## src/rtl/lsu_dtcm_master.sv

```systemverilog
// LSU-side DTCM initiator: takes one decoded load/store from EX, issues a single-cycle DTCM request,
// waits for the response (with timeout) and returns an extended writeback result or an error.
module lsu_dtcm_master #(
  parameter int DW        = 32,
  parameter int AW        = 32,
  parameter int TO_W      = 4,
  parameter int TIMEOUT   = 15,
  parameter int CHK_ALIGN = 1
) (
  input  logic          clk,
  input  logic          rst_n,
  input  logic          ex_valid_i,
  output logic          ex_ready_o,
  input  logic          ex_load_i,
  input  logic          ex_store_i,
  input  logic [1:0]    ex_size_i,
  input  logic          ex_unsigned_i,
  input  logic [AW-1:0] ex_addr_i,
  input  logic [DW-1:0] ex_wdata_i,
  input  logic [4:0]    ex_rd_i,
  output logic          req_to_dtcm,
  output logic          load_to_dtcm,
  output logic          store_to_dtcm,
  output logic [AW-1:0] addr_to_dtcm,
  output logic [DW-1:0] store_data_to_dtcm,
  output logic [3:0]    store_mask_to_dtcm,
  input  logic          res_from_dtcm,
  input  logic [DW-1:0] data_from_dtcm,
  output logic          wb_valid_o,
  output logic          wb_we_o,
  output logic [4:0]    wb_rd_o,
  output logic [DW-1:0] wb_data_o,
  output logic          err_o,
  output logic [1:0]    err_cause_o
);

  localparam logic [1:0] S_IDLE = 2'd0;
  localparam logic [1:0] S_REQ  = 2'd1;
  localparam logic [1:0] S_WAIT = 2'd2;
  localparam logic [1:0] S_RESP = 2'd3;

  localparam logic [1:0] CAUSE_NONE     = 2'b00;
  localparam logic [1:0] CAUSE_MISALIGN = 2'b01;
  localparam logic [1:0] CAUSE_TIMEOUT  = 2'b10;
  localparam logic [1:0] CAUSE_ILLEGAL  = 2'b11;

  function automatic logic [DW-1:0] load_extend(input logic [DW-1:0] d, input logic [1:0] sz,
                                                input logic uns);
    case (sz)
      2'b00:   load_extend = {{(DW-8){~uns & d[7]}}, d[7:0]};
      2'b01:   load_extend = {{(DW-16){~uns & d[15]}}, d[15:0]};
      default: load_extend = d;
    endcase
  endfunction

  // Mask bits mark the byte lanes that are NOT written.
  function automatic logic [3:0] size_to_mask(input logic [1:0] sz);
    case (sz)
      2'b00:   size_to_mask = 4'b1110;
      2'b01:   size_to_mask = 4'b1100;
      default: size_to_mask = 4'b0000;
    endcase
  endfunction

  function automatic logic [DW-1:0] store_trim(input logic [DW-1:0] d, input logic [1:0] sz);
    case (sz)
      2'b00:   store_trim = {{(DW-8){1'b0}}, d[7:0]};
      2'b01:   store_trim = {{(DW-16){1'b0}}, d[15:0]};
      default: store_trim = d;
    endcase
  endfunction

  logic [1:0]      state_r;
  logic [1:0]      state_nxt_s;
  logic [1:0]      cause_nxt_s;
  logic [TO_W-1:0] cnt_r;
  logic [TO_W-1:0] cnt_inc_s;
  logic            ready_r;
  logic            accept_s;
  logic            illegal_s;
  logic            misalign_s;
  logic            timeout_s;
  logic            op_load_r;
  logic            op_unsigned_r;
  logic [1:0]      op_size_r;
  logic [4:0]      op_rd_r;

  assign ex_ready_o = ready_r;

  // Decode acceptance, op legality, alignment and timeout conditions.
  always_comb begin
    accept_s   = ex_valid_i & ready_r;
    illegal_s  = (ex_load_i == ex_store_i) | (ex_size_i == 2'b11);
    misalign_s = (CHK_ALIGN != 0) &
                 (((ex_size_i == 2'b01) & ex_addr_i[0]) |
                  ((ex_size_i == 2'b10) & (ex_addr_i[1:0] != 2'b00)));
    cnt_inc_s  = cnt_r + {{(TO_W-1){1'b0}}, 1'b1};
    timeout_s  = (cnt_inc_s == TIMEOUT[TO_W-1:0]);
  end

  // Next-state logic; RESP also accepts so back-to-back ops run every three cycles.
  always_comb begin
    state_nxt_s = state_r;
    cause_nxt_s = CAUSE_NONE;
    case (state_r)
      S_IDLE, S_RESP: begin
        if (accept_s) begin
          if (illegal_s) begin
            state_nxt_s = S_RESP;
            cause_nxt_s = CAUSE_ILLEGAL;
          end else if (misalign_s) begin
            state_nxt_s = S_RESP;
            cause_nxt_s = CAUSE_MISALIGN;
          end else begin
            state_nxt_s = S_REQ;
          end
        end else begin
          state_nxt_s = S_IDLE;
        end
      end
      S_REQ: state_nxt_s = S_WAIT;
      S_WAIT: begin
        if (res_from_dtcm) begin
          state_nxt_s = S_RESP;
        end else if (timeout_s) begin
          state_nxt_s = S_RESP;
          cause_nxt_s = CAUSE_TIMEOUT;
        end else begin
          state_nxt_s = S_WAIT;
        end
      end
      default: state_nxt_s = S_IDLE;
    endcase
  end

  // State, op capture and all registered outputs; every pulse output defaults low each cycle.
  always_ff @(posedge clk or negedge rst_n) begin
    if (!rst_n) begin
      state_r            <= S_IDLE;
      cnt_r              <= {TO_W{1'b0}};
      ready_r            <= 1'b1;
      op_load_r          <= 1'b0;
      op_unsigned_r      <= 1'b0;
      op_size_r          <= 2'b00;
      op_rd_r            <= 5'd0;
      req_to_dtcm        <= 1'b0;
      load_to_dtcm       <= 1'b0;
      store_to_dtcm      <= 1'b0;
      addr_to_dtcm       <= {AW{1'b0}};
      store_data_to_dtcm <= {DW{1'b0}};
      store_mask_to_dtcm <= 4'b0000;
      wb_valid_o         <= 1'b0;
      wb_we_o            <= 1'b0;
      wb_rd_o            <= 5'd0;
      wb_data_o          <= {DW{1'b0}};
      err_o              <= 1'b0;
      err_cause_o        <= 2'b00;
    end else begin
      state_r            <= state_nxt_s;
      ready_r            <= (state_nxt_s == S_IDLE) | (state_nxt_s == S_RESP);
      req_to_dtcm        <= 1'b0;
      load_to_dtcm       <= 1'b0;
      store_to_dtcm      <= 1'b0;
      addr_to_dtcm       <= {AW{1'b0}};
      store_data_to_dtcm <= {DW{1'b0}};
      store_mask_to_dtcm <= 4'b0000;
      wb_valid_o         <= 1'b0;
      wb_we_o            <= 1'b0;
      wb_rd_o            <= 5'd0;
      wb_data_o          <= {DW{1'b0}};
      err_o              <= 1'b0;
      err_cause_o        <= 2'b00;
      if (state_r == S_WAIT && state_nxt_s == S_WAIT) begin
        cnt_r <= cnt_inc_s;
      end else begin
        cnt_r <= {TO_W{1'b0}};
      end
      if (accept_s) begin
        op_load_r     <= ex_load_i;
        op_unsigned_r <= ex_unsigned_i;
        op_size_r     <= ex_size_i;
        op_rd_r       <= ex_rd_i;
        if (state_nxt_s == S_REQ) begin
          req_to_dtcm        <= 1'b1;
          load_to_dtcm       <= ex_load_i;
          store_to_dtcm      <= ex_store_i;
          addr_to_dtcm       <= ex_addr_i;
          store_data_to_dtcm <= ex_store_i ? store_trim(ex_wdata_i, ex_size_i) : {DW{1'b0}};
          store_mask_to_dtcm <= size_to_mask(ex_size_i);
        end else begin
          wb_valid_o  <= 1'b1;
          wb_rd_o     <= ex_rd_i;
          err_o       <= 1'b1;
          err_cause_o <= cause_nxt_s;
        end
      end else if (state_r == S_WAIT && state_nxt_s == S_RESP) begin
        wb_valid_o <= 1'b1;
        wb_rd_o    <= op_rd_r;
        if (res_from_dtcm) begin
          wb_we_o   <= op_load_r & (op_rd_r != 5'd0);
          wb_data_o <= op_load_r ? load_extend(data_from_dtcm, op_size_r, op_unsigned_r)
                                 : {DW{1'b0}};
        end else begin
          err_o       <= 1'b1;
          err_cause_o <= cause_nxt_s;
        end
      end else begin
        wb_valid_o <= 1'b0;
      end
    end
  end

endmodule

```

## config.mk

```make
export PLATFORM = sky130hd
export DESIGN_NAME = lsu_dtcm_master
export DESIGN_NICKNAME = d
export VERILOG_FILES = /design/src/rtl/lsu_dtcm_master.sv
export SDC_FILE = /design/constraint.sdc
export NUM_CORES = 1
export LEC_CHECK = 0
export CAP_MARGIN = 40
export CORE_MARGIN = 1
export CORE_UTILIZATION = 30
export CTS_BUF_LIST = sky130_fd_sc_hd__clkbuf_4
export CTS_CLUSTER_DIAMETER = 50
export DETAILED_ROUTE_END_ITERATION = 8
export PLACE_DENSITY = 0.72
export SLEW_MARGIN = 5
export SYNTH_ARGS = -nofsm -noshare
export SYNTH_HDL_FRONTEND = slang
export SYNTH_SLANG_ARGS = --single-unit
```

## constraint.sdc

```tcl
create_clock -name clk -period 5.95 [get_ports clk]
set_input_delay 0.595 -clock clk [delete_from_list [all_inputs] [get_ports clk]]
set_output_delay 0.595 -clock clk [all_outputs]
set_load 0.02 [all_outputs]
```

==> impl_metrics.csv <==
group,metric,value,unit
outcome,outcome,"finished with violations",
outcome,violations,"design-rule violations",
critical_path,cp_cell_sequence,"ha_1 > nor2b_1 > a22oi_1 > o21ai_0 > ha_1 > nand2_2 > inv_2 > and3_2 > and2_1",
placement,place_congestion,0.770,
power_and_ir_drop,total_power,2.24,mW
critical_path,critPathMaxFanout,35,
synthesis,synth.most_common_cell,"dfrtp_1",
critical_path,endpoint_kind,"register",
final_layout,fin_util,49.8,%
critical_path,startpoint_type,"register",
critical_path,reg2reg_to,"store_data_to_dtcm[17]",
cts,clock-sinks,127,
worst_hold_path,hp-class,"in2async",
synthesis,yosys.area_share.simple,16.8,%
cts,cts_hold_buf,0,
drt,first_pass_iters,8,
drt,viasPerCell,4.33,
critical_path,crit_slowest_cell,"dfrtp_1",
grt,antenna_found_initial,0,
critical_path,cp.depth,9,
grt,grt_max_degree,68,
sta,period_share,46.4,%
placement,place_hpwl,8.99,mm
grt,overflow,0,
critical_path,path_common_cell,"ha_1",
drt,drc,19,
cts,numCtsBuffers,17,
drt,routedWlPerCell,15.3,um
die,die-area,15800,um2
die,placementRows,44,
die,io_pins,224,
synthesis,ys_ff_latch,127,
drt,drtIter0Drc,148,
cts,cts_tree,"yes",
cts,cts_setup_buffers,0,
sta,fin_crit,2760,ps
critical_path,arrival,3220,ps
critical_path,reg2reg_slack,3190,ps
critical_path,critPathMaxStageDelay,440,ps
placement,dpl_cell_area,6970,um2
synthesis,yosys_warnings,0,
cts,cts_max_level,4,
critical_path,cpLargestDelayFamily,"simple AND/OR/NAND/NOR gates",
final_layout,final_layout_size_suffix_gt1_share,8.76,%
cts,clkSlewWorstSetupHoldPaths,110,ps
final_layout,seq_area,3180,um2
cts,cts_resized,0,
critical_path,r2r_start,"cnt_r[0]",
die,core_area,14700,um2
critical_path,critPathKind,"reg2reg",
synthesis,synth_top_area_share,68.8,%
sta,final_max_slew_viol_count,0,
drt,routed_wl,12.1,mm
cts,cts-root-buf,"clkbuf_4",
drt,dr_total_vias,3414,
final_layout,fin_area,7320,um2
synthesis,yosysTopAreaCell,"dfrtp_1",
sta,timing.setup.tns,0,ps
final_layout,nets,709,
cts,max-clock-path-buffers,2,
sta,relSlewSlack,42.4,%
placement,port_buffers,222,
synthesis,muxShareOfSynthArea,0.218,%
sta,rsz0062_at_grt,"no",
grt,grtUsageTotal,16.2,%
final_layout,multi_input_area,1230,um2
sta,finalHoldViolCount,0,
sta,worst_pin_slew,864,ps
flow_run,max_cap_viol_count,0,
power_and_ir_drop,power_leakage,3.40,nW
die,die_y,126,um
final_layout,fill_cells,1290,
grt,grt_pass1_vias,3614,
final_layout,syn2layout_area_growth,59.7,%
synthesis,synth_top_family_by_area,"simple AND/OR/NAND/NOR gates",
power_and_ir_drop,peakVddDrop,270,uV
synthesis,synth-main-ff-cell,"dfrtp_1",
die,start_util,31.2,%
cts,clk_latency,530,ps
synthesis,post_synth_fa_ha_maj_area_fraction,1.91,%
synthesis,synth_nets,483,
critical_path,critPathRequiredTime,6410,ps
synthesis,ys_seq_area_share,69.4,%
synthesis,synthDistinctLibCells,41,
synthesis,synth-async-reset-ratio,100,%
power_and_ir_drop,powerDensity,306,nW/um2
synthesis,synthXorXnorAreaFrac,0.573,%
drt,ant_nets,0,
sta,finClkSkew,18.8,ps
grt,grt_pass1_wl,19.0,mm
final_layout,diodes,0,
synthesis,synth_edf_count,0,
critical_path,startpoint,"cnt_r[0]",
sta,setup_viol,0,
synthesis,synth_area_leaders,"dfrtp_1, and2_1, nand2_1",
critical_path,crit_end,"store_data_to_dtcm[17]",
synthesis,netlist_instances,366,
synthesis,synthTopCellsByCount,"dfrtp_1, and2_1, nand2_1, inv_1, a21oi_1",
sta,timing.fmax,362,MHz
synthesis,syn_area_per_cell,12.5,um2
die,fp.dieW,126,um
synthesis,synth_compound_area_share,7.26,%
critical_path,r2r_cells,9,
critical_path,worst-path-buf-inv,1,
synthesis,synthesis.area,4580,um2
-- registers in the layout, summed over array words and instances, names as in the netlist, 2 cells and up --
register and count:
addr_to_dtcm 32, state_r 2, err_cause_o 2, cnt_r 4, op_size_r 2, op_rd_r 5, wb_data_o 32, store_data_to_dtcm 32
wb_rd_o 5, store_mask_to_dtcm 2
-- area by class of cell --
type | instances | share of cell area, %
sequential | 127 | 43.4
timing repair buffer | 224 | 30.8
multi-input combinational | 201 | 16.8
tap | 184 | 3.15
clock inverter | 15 | 2.96
clock buffer | 17 | 1.74
inverter | 21 | 1.08
-- metal layers --
layer,routed length (um),vias to the layer above,track usage [%]
met5,0,-,0
met4,238,0,8.82
met3,761,17,4.84
met2,6380,128,27.8
met1,4680,1659,17.9
li1,-,1610,-
-- placed cells by master, fill, tap and decap left out, types with 2 or more instances in the layout --
master and instances:
clkdlybuf4s50_1 221, a21oi_1 15, clkinv_2 3, and2_1 74
nor2_1 11, nand2_1 35, o21ai_0 10, xor2_1 2
inv_1 20, bufinv_16 5, a22o_1 5, buf_4 2
nor2b_1 4, clkbuf_4 17, a22oi_1 2, ha_1 7
clkinvlp_4 4, nand4_1 2, a21oi_2 10, dfrtp_1 126
o21a_1 4, nor3_1 3
-- kinds of logic after synthesis --
family / after synthesis
xor gates and xnor gates: 3
other: 1
DFF: 127
buffers and inverters: 38
muxes: 1
AOI/OAI and AO/OA: 50
and+or+nand+nor: 139
adders and majority gates: 7
-- power breakdown --
part	switching (mW)	internal [mW]	total [mW]
combinational	0.282	0.248	0.530
sequential	0.0554	0.951	1.01
clock	0.328	0.373	0.701
total	0.666	1.57	2.24
-- stage by stage --
| step | instances | hold WS (ps) | worst slack, ps |
|---|---|---|---|
| after floorplan | 366 | 299 | 3500 |
| after global placement | 756 | 481 | 2790 |
| after detailed placement | 757 | 494 | 2740 |
| after CTS | 789 | 92.1 | 3090 |
| after global routing | 789 | 119 | 2880 |
| final | 789 | 112 | 3190 |
-- worst min path at each step --
stage,slack [ps],end,startpoint
6_report,110,wb_data_o[28],rst_n
5_1_grt,120,wb_data_o[26],rst_n
4_1_cts,90,wb_data_o[26],rst_n
3_5_place_dp,490,op_rd_r[0],op_rd_r[0]
3_3_place_gp,480,op_unsigned_r,op_unsigned_r
2_1_floorplan,300,addr_to_dtcm[0],rst_n
Power figures use the tool's default switching activity.
